File: config.mk
export PLATFORM = sky130hd
export DESIGN_NAME = alu_req_scheduler
export DESIGN_NICKNAME = d
export VERILOG_FILES = /design/src/rtl/alu_req_scheduler.sv
export SDC_FILE = /design/constraint.sdc
export NUM_CORES = 1
export LEC_CHECK = 0
export BUFFER_PORTS_ARGS = -buffer_cell sky130_fd_sc_hd__buf_2
export CORE_AREA = 8 8 86 88
export DETAILED_ROUTE_END_ITERATION = 8
export DIE_AREA = 0 0 94 96
export PLACE_DENSITY_LB_ADDON = 0.12
export SLEW_MARGIN = 20
export SYNTH_ARGS = -nofsm -noshare
export SYNTH_HDL_FRONTEND = slang
export SYNTH_SLANG_ARGS = --single-unit
File: constraint.sdc
create_clock -name CLK -period 4.2 [get_ports CLK]
set_input_delay 0.84 -clock CLK [delete_from_list [all_inputs] [get_ports CLK]]
set_output_delay 0.84 -clock CLK [all_outputs]
set_load 0.02 [all_outputs]
File: src/rtl/alu_req_scheduler.sv
// alu_req_scheduler: round-robin sharing of one ALU between NREQ requesters, one transaction in flight
module alu_req_scheduler #(
    parameter int NREQ     = 4,
    parameter int WIDTH    = 8,
    parameter int C_W      = 4,
    parameter int LAT_NORM = 1,
    parameter int LAT_MUL  = 2,
    localparam int IDW     = $clog2(NREQ)
) (
    input  logic                  CLK,
    input  logic                  RST_N,
    input  logic [NREQ-1:0]       REQ_VALID,
    output logic [NREQ-1:0]       REQ_READY,
    input  logic [NREQ*WIDTH-1:0] REQ_OPA,
    input  logic [NREQ*WIDTH-1:0] REQ_OPB,
    input  logic [NREQ*C_W-1:0]   REQ_CMD,
    input  logic [NREQ-1:0]       REQ_MODE,
    input  logic [NREQ-1:0]       REQ_CIN,
    output logic                  RSP_VALID,
    input  logic                  RSP_READY,
    output logic [IDW-1:0]        RSP_ID,
    output logic [WIDTH:0]        RSP_RES,
    output logic [5:0]            RSP_FLAGS,
    output logic [WIDTH-1:0]      ALU_OPA,
    output logic [WIDTH-1:0]      ALU_OPB,
    output logic [C_W-1:0]        ALU_CMD,
    output logic [1:0]            ALU_INP_VALID,
    output logic                  ALU_CE,
    output logic                  ALU_MODE,
    output logic                  ALU_CIN,
    input  logic [WIDTH:0]        ALU_RES,
    input  logic                  ALU_ERR,
    input  logic                  ALU_OFLOW,
    input  logic                  ALU_COUT,
    input  logic                  ALU_G,
    input  logic                  ALU_L,
    input  logic                  ALU_E,
    output logic                  BUSY
);
    localparam int LAT_MAX = LAT_MUL > LAT_NORM ? LAT_MUL : LAT_NORM;
    localparam int LW      = $clog2(LAT_MAX + 1);

    typedef enum logic [1:0] {IDLE, ISSUE, WAIT, RESP} state_t;

    state_t          state;
    logic [IDW-1:0]  rr_ptr;
    logic [IDW-1:0]  grant_id;
    logic [IDW-1:0]  scan_idx;
    logic            grant_any;
    logic [LW-1:0]   lat_cnt;

    // Scan downward so the lowest offset from rr_ptr is the last (winning) assignment
    always_comb begin
        grant_any = 1'b0;
        grant_id  = '0;
        scan_idx  = '0;
        for (int k = NREQ - 1; k >= 0; k--) begin
            scan_idx = IDW'((int'(rr_ptr) + k) % NREQ);
            if (REQ_VALID[scan_idx]) begin
                grant_any = 1'b1;
                grant_id  = scan_idx;
            end
        end
    end

    // Gated by RST_N so no accept can be signalled while the block is held in reset
    assign REQ_READY = (RST_N && state == IDLE && grant_any) ? NREQ'(1) << grant_id : '0;
    assign BUSY      = state != IDLE;

    always_ff @(posedge CLK or negedge RST_N) begin
        if (!RST_N) begin
            state         <= IDLE;
            rr_ptr        <= '0;
            lat_cnt       <= '0;
            RSP_VALID     <= 1'b0;
            RSP_ID        <= '0;
            RSP_RES       <= '0;
            RSP_FLAGS     <= '0;
            ALU_OPA       <= '0;
            ALU_OPB       <= '0;
            ALU_CMD       <= '0;
            ALU_INP_VALID <= 2'b00;
            ALU_CE        <= 1'b0;
            ALU_MODE      <= 1'b0;
            ALU_CIN       <= 1'b0;
        end else begin
            case (state)
                IDLE: if (grant_any) begin
                    state         <= ISSUE;
                    RSP_ID        <= grant_id;
                    rr_ptr        <= grant_id == IDW'(NREQ - 1) ? '0 : grant_id + 1'b1;
                    ALU_OPA       <= REQ_OPA[grant_id*WIDTH +: WIDTH];
                    ALU_OPB       <= REQ_OPB[grant_id*WIDTH +: WIDTH];
                    ALU_CMD       <= REQ_CMD[grant_id*C_W +: C_W];
                    ALU_MODE      <= REQ_MODE[grant_id];
                    ALU_CIN       <= REQ_CIN[grant_id];
                    ALU_INP_VALID <= 2'b11;
                    ALU_CE        <= 1'b1;
                end
                ISSUE: begin
                    state   <= WAIT;
                    ALU_CE  <= 1'b0;
                    lat_cnt <= (ALU_MODE && (ALU_CMD == C_W'(9) || ALU_CMD == C_W'(10)))
                               ? LW'(LAT_MUL) : LW'(LAT_NORM);
                end
                WAIT: begin
                    lat_cnt <= lat_cnt - LW'(1);
                    if (lat_cnt == LW'(1)) begin
                        state     <= RESP;
                        RSP_VALID <= 1'b1;
                        RSP_RES   <= ALU_RES;
                        RSP_FLAGS <= {ALU_ERR, ALU_OFLOW, ALU_COUT, ALU_G, ALU_L, ALU_E};
                    end
                end
                RESP: if (RSP_READY) begin
                    state     <= IDLE;
                    RSP_VALID <= 1'b0;
                end
                default: state <= IDLE;
            endcase
        end
    end
endmodule

Word level (Yosys, flattened, before mapping)
Cells that the tools add are included.
{"block": "word_totals", "elab_cells": 85, "in_bits": 110, "ff_bits": 48}
{"block": "op_classes", "n_reduce_logical": 14, "addsub": 5, "eq_ne": 10, "shifts": 4, "magnitude_cmp": 5, "n_mux": 33}
{"cell": "$shiftx A32 B6 Y8", "count": 2}
{"cell": "$mux W2", "count": 9}
{"cell": "$shiftx A16 B5 Y4", "count": 1}
{"cell": "$lt A2 B3 Y1 const B", "count": 5}
{"cell": "$mux W1", "count": 13}
{"cell": "$bmux W1 S2", "count": 6}
{"cell": "$eq A4 B4 Y1 const B", "count": 2}
{"cell": "$pmux W2 S4", "count": 1}
{"cell": "$reduce_bool A2 Y1", "count": 4}
{"cell": "$eq A2 B2 Y1 const B", "count": 3}
{"cell": "$ne A2 B2 Y1 const B", "count": 3}
{"cell": "$reduce_and A2 Y1", "count": 3}
{"cell": "$reduce_and A3 Y1", "count": 2}
{"cell": "$add A2 B1 Y2 const B", "count": 2}
{"cell": "$add A2 B2 Y2 const B", "count": 2}
{"cell": "$eq A2 B1 Y1 const B", "count": 2}
{"cell": "$mux W4", "count": 1}
{"cell": "$pmux W1 S2", "count": 2}
{"cell": "$pmux W2 S2", "count": 1}
{"cell": "$shl A1 B2 Y4 const A", "count": 1}
{"cell": "$logic_and A1 B1 Y1", "count": 3}
{"cell": "$logic_not A2 Y1", "count": 1}
{"cell": "$sub A2 B1 Y2 const B", "count": 1}
{"cell": "$logic_or A1 B1 Y1", "count": 1}

Depth between registers and ports, before layout
{"block": "logic_depth", "depth_word": 9, "depth_mapped": 7}

Least setup slack after synthesis
OpenSTA, ideal clock, no wires.
{"block": "synth_path", "path_type": "input to output", "startpoint": "in REQ_VALID[3]", "endpoint": "out REQ_READY[1]", "slack_ns": 1.342, "n_path_buf": 1, "cell_stages": 6, "arrival_ns": 2.018, "path_cell_list": "mux2i_1 -> a2bb2oi_4 -> and2_4 -> inv_4 -> buf_6 -> nor3_1"}
{"block": "synth_via", "elab_chain_len": 8}
{"element": "start: declaration", "line_no": "12", "rtl": "input logic [NREQ-1:0] REQ_VALID,"}
{"element": "$bmux W1 S2", "line_no": "59", "rtl": "if (REQ_VALID[scan_idx]) begin"}
{"element": "$mux W1 (not written as such)", "line_no": "59"}
{"element": "$mux W2 / $mux W1 (equally long branches) (4 in series)", "line_no": "59"}
{"element": "$shl A1 B2 Y4 / $logic_and A1 B1 Y1 (equally long branches)", "line_no": "67", "rtl": "assign REQ_READY = (RST_N && state == IDLE && grant_any) ? NREQ'(1) << grant_id : '0;"}
{"element": "$mux W4 *", "line_no": "67"}
{"element": "end: declaration", "line_no": "13", "rtl": "output logic [NREQ-1:0] REQ_READY,"}
Mark *: on every way between the ends. The rest lies on a longest branch, timed or not. The select of a mux whose other input is x is not followed.

Worst setup path in the final report
{"block": "layout_path", "startpoint": "in REQ_VALID[3]", "endpoint": "out REQ_READY[2]"}
Same word-level chain as after synthesis.

==> metrics.cfg <==
[place]
place_ws_ns = 1.03
gpl.final_weighted_congestion = 0.775
port-buffer-count = 157
dpl.hpwl_um = 6380

[synth]
synthesis.instances = 283
synth_seq_cells = 48
ys_types = 33
netlist_area_um2 = 2800
synth.avg_cell_area_um2 = 9.89
syn-num-nets = 400
synth.top_cell.area_share = 0.429
synth_top_cells_by_area = sky130_fd_sc_hd__dfrtp_1 43%, sky130_fd_sc_hd__mux2i_1 8.6%, sky130_fd_sc_hd__mux2_2 6.0%
synthDominantAreaCellType = sky130_fd_sc_hd__dfrtp_1
synthesis.yosys.warnings = 0
synth.yosys.seq_area_share = 0.429

[power_and_ir_drop]
power_density_nw_per_um2 = 694
ir_worst_vdd_mv = 0.306
p_leak_nw = 1.94

[timing]
final_min_period_over_clock_period = 0.754
setup-violations-final = 0
tightest_slew_ns = 0.825
timing.final.crit_period_ns = 3.16
fmax_ghz = 0.316
final.setup.tns_ns = 0
relative_slew_margins = 0.449
timing.final.ws_setup_ns = 1.04
final_hold_viol_count = 0
worst_clock_skew_ns = 0.00766
drv_slew = 0
rsz0062_at_grt = false

[finish]
layout-drive-gt1-share = 0.439
final_layout_net_count = 549
final_antenna_diode_count = 0
mostFrequentLayoutCell = sky130_fd_sc_hd__buf_2
fillerInstances = 570
layout_common_cells = 157 x sky130_fd_sc_hd__buf_2, 48 x sky130_fd_sc_hd__dfrtp_1, 33 x sky130_fd_sc_hd__nand2_1
area_growth_syn_to_layout_pct = 32.6

[die]
rows = 29
chipHeight_um = 96
initial_core_util = 0.459
io_pins = 158
core_region_area_um2 = 6100
die_x_um = 94
floorplan.die_area_um2 = 9020

[clocking]
tritoncts_num_sinks = 48
post-cts-setup-buffer-count = 0
clockBufferDepth = 2
clock_pin_transition_on_the_worst_setup_and_hold_timing_paths_ns = 0.09
tritoncts_clock_tree = yes
post_cts_resized = 0
cts.root.buffer_cell = sky130_fd_sc_hd__clkbuf_8
cts_buffers = 5
holdBufCountCts = 0
h-tree-depth = 2
worstSkewPairLatency_ns = 0.30

[run_status]
outcome = complete, no violations

[route]
drt.antenna.violating_nets = 0
number_of_iterations_in_the_first_detailed_routing_pass = 4
wire_per_inst_um = 16.2
finalWirelength_um = 8260
via_count = 2643
number_of_design_rule_violations_left_by_the_first_detailed_router_iteration = 51
drt-vias-per-instance = 5.18
remaining_drcs = 0

[global_route]
grt_pass1_vias = 2736
pin_count_of_the_biggest_net_entering_global_routing = 45
antenna_violations_before_repair = 1
residual_overflow_from_global_routing = 0
global_route_wire_length_before_repair_um = 13000
grt_usage = 0.179

[setup_path]
crit_required_ns = 3.36
crit_path_top_delay_cell = sky130_fd_sc_hd__inv_4
cp-end-kind = primary output
path_max_fanout = 26
reg2reg_depth = 6
cp_data_arrival_time_ns = 2.32
crit_type = input port to primary output
crit_path_top_cell_by_count = sky130_fd_sc_hd__buf_2
cp_cell_sequence = buf_2 -> mux2i_1 -> a2bb2oi_4 -> and2_4 -> inv_4 -> ha_1 -> and3_1 -> buf_2
type_of_origin_of_the_critical_path = input port
critPathMaxStageDelay_ns = 0.31

[job]
drv.max_cap_violation_count = 0

[min_path]
min-delay-path-class = input port to asynchronous set/reset pin

==> synthesized netlist by cell type (all sizes together) <==
cell / instances
or2: 1
a22o: 1
o21ai: 31
nor3: 5
a222oi: 1
nand3: 1
nand2b: 4
inv: 8
o211ai: 22
a21o: 2
a211oi: 1
a2bb2oi: 1
mux2i: 24
o41ai: 1
nand2: 33
ha: 7
nor3b: 1
clkbuf: 11
buf: 9
mux2: 15
nor2: 6
nor4: 1
dfrtp: 48
a21boi: 22
a21oi: 2
xnor2: 1
and3: 23
and2: 1
==> worst paths after layout <==
kind / startpoint / endpoint / slack (ns)
min in group CLK: RSP_ID[0] / RSP_ID[0] / 0.49
worst min register to register: RSP_ID[0] / RSP_ID[0] / 0.49
max in group asynchronous: RST_N / ALU_OPA[4] / 3.04
worst min-delay path: RST_N / RSP_ID[1] / 0.37
worst max register to register: state[1] / ALU_OPA[2] / 1.91
worst max-delay path: REQ_VALID[3] / REQ_READY[2] / 1.04
==> registers in the layout, indices dropped and copies added (netlist names) <==
register       count
ALU_INP_VALID      1
lat_cnt            2
rr_ptr             2
ALU_OPA            8
RSP_RES            9
state              2
ALU_CIN            1
ALU_MODE           1
RSP_VALID          1
ALU_CE             1
RSP_ID             2
RSP_FLAGS          6
ALU_CMD            4
ALU_OPB            8
==> critical path: cells and delay by family <==
kind | cells | cell delay [ns]
buffers and inverters | 3 | 0.61
AND/OR/NAND/NOR | 2 | 0.30
multiplexers | 1 | 0.25
adder cells (fa/ha/maj) | 1 | 0.22
AO/OA/AOI/OAI | 1 | 0.10
==> kinds of logic after synthesis <==
group | synth area share
xor gates and xnor gates | 0.00313
adders and majority gates | 0.0313
and+or+nand+nor | 0.138
buffers and inverters | 0.0487
AOI/OAI and AO/OA | 0.204
DFF | 0.429
muxes | 0.146
==> routing by layer <==
metal	track usage	vias to the layer above	routed length (µm)	share of wire
li1	-	1313	-	-
met5	0	-	13	0.0016
met4	0.0476	2	70	0.0085
met3	0.0460	7	584	0.071
met2	0.308	96	3990	0.48
met1	0.217	1225	3600	0.44
==> where the power goes <==
group | internal [mW] | total, mW | switching, mW
Clock | 0.133 | 0.292 | 0.158
Sequential | 0.695 | 0.833 | 0.137
Combinational | 0.579 | 1.45 | 0.873
==> stage by stage <==
stage / std cells / util / hold slack (ns) / power [mW] / cell area, µm²
floorplan: 283 / - / 0.463 / 1.86 / 2800
global placement: 502 / 0.593 / 0.460 / 2.28 / 3620
detailed placement: 502 / 0.593 / 0.471 / 2.32 / 3620
CTS: 510 / 0.609 / 0.363 / 2.62 / 3710
global route: 510 / 0.609 / 0.362 / 2.78 / 3710
finish: 510 / 0.609 / 0.369 / 2.58 / 3710
==> area by class of cell <==
class	instances	area [µm²]	share of cell area
clock inverters	2	15.0	0.00404
clock buffers	6	82.6	0.0222
multi-input cells	207	1460	0.394
repair buffers	162	823	0.222
well taps	77	96.3	0.0259
inverters	8	32.5	0.00876
flip-flops and latches	48	1200	0.323
(Power assumes the default switching activity.)
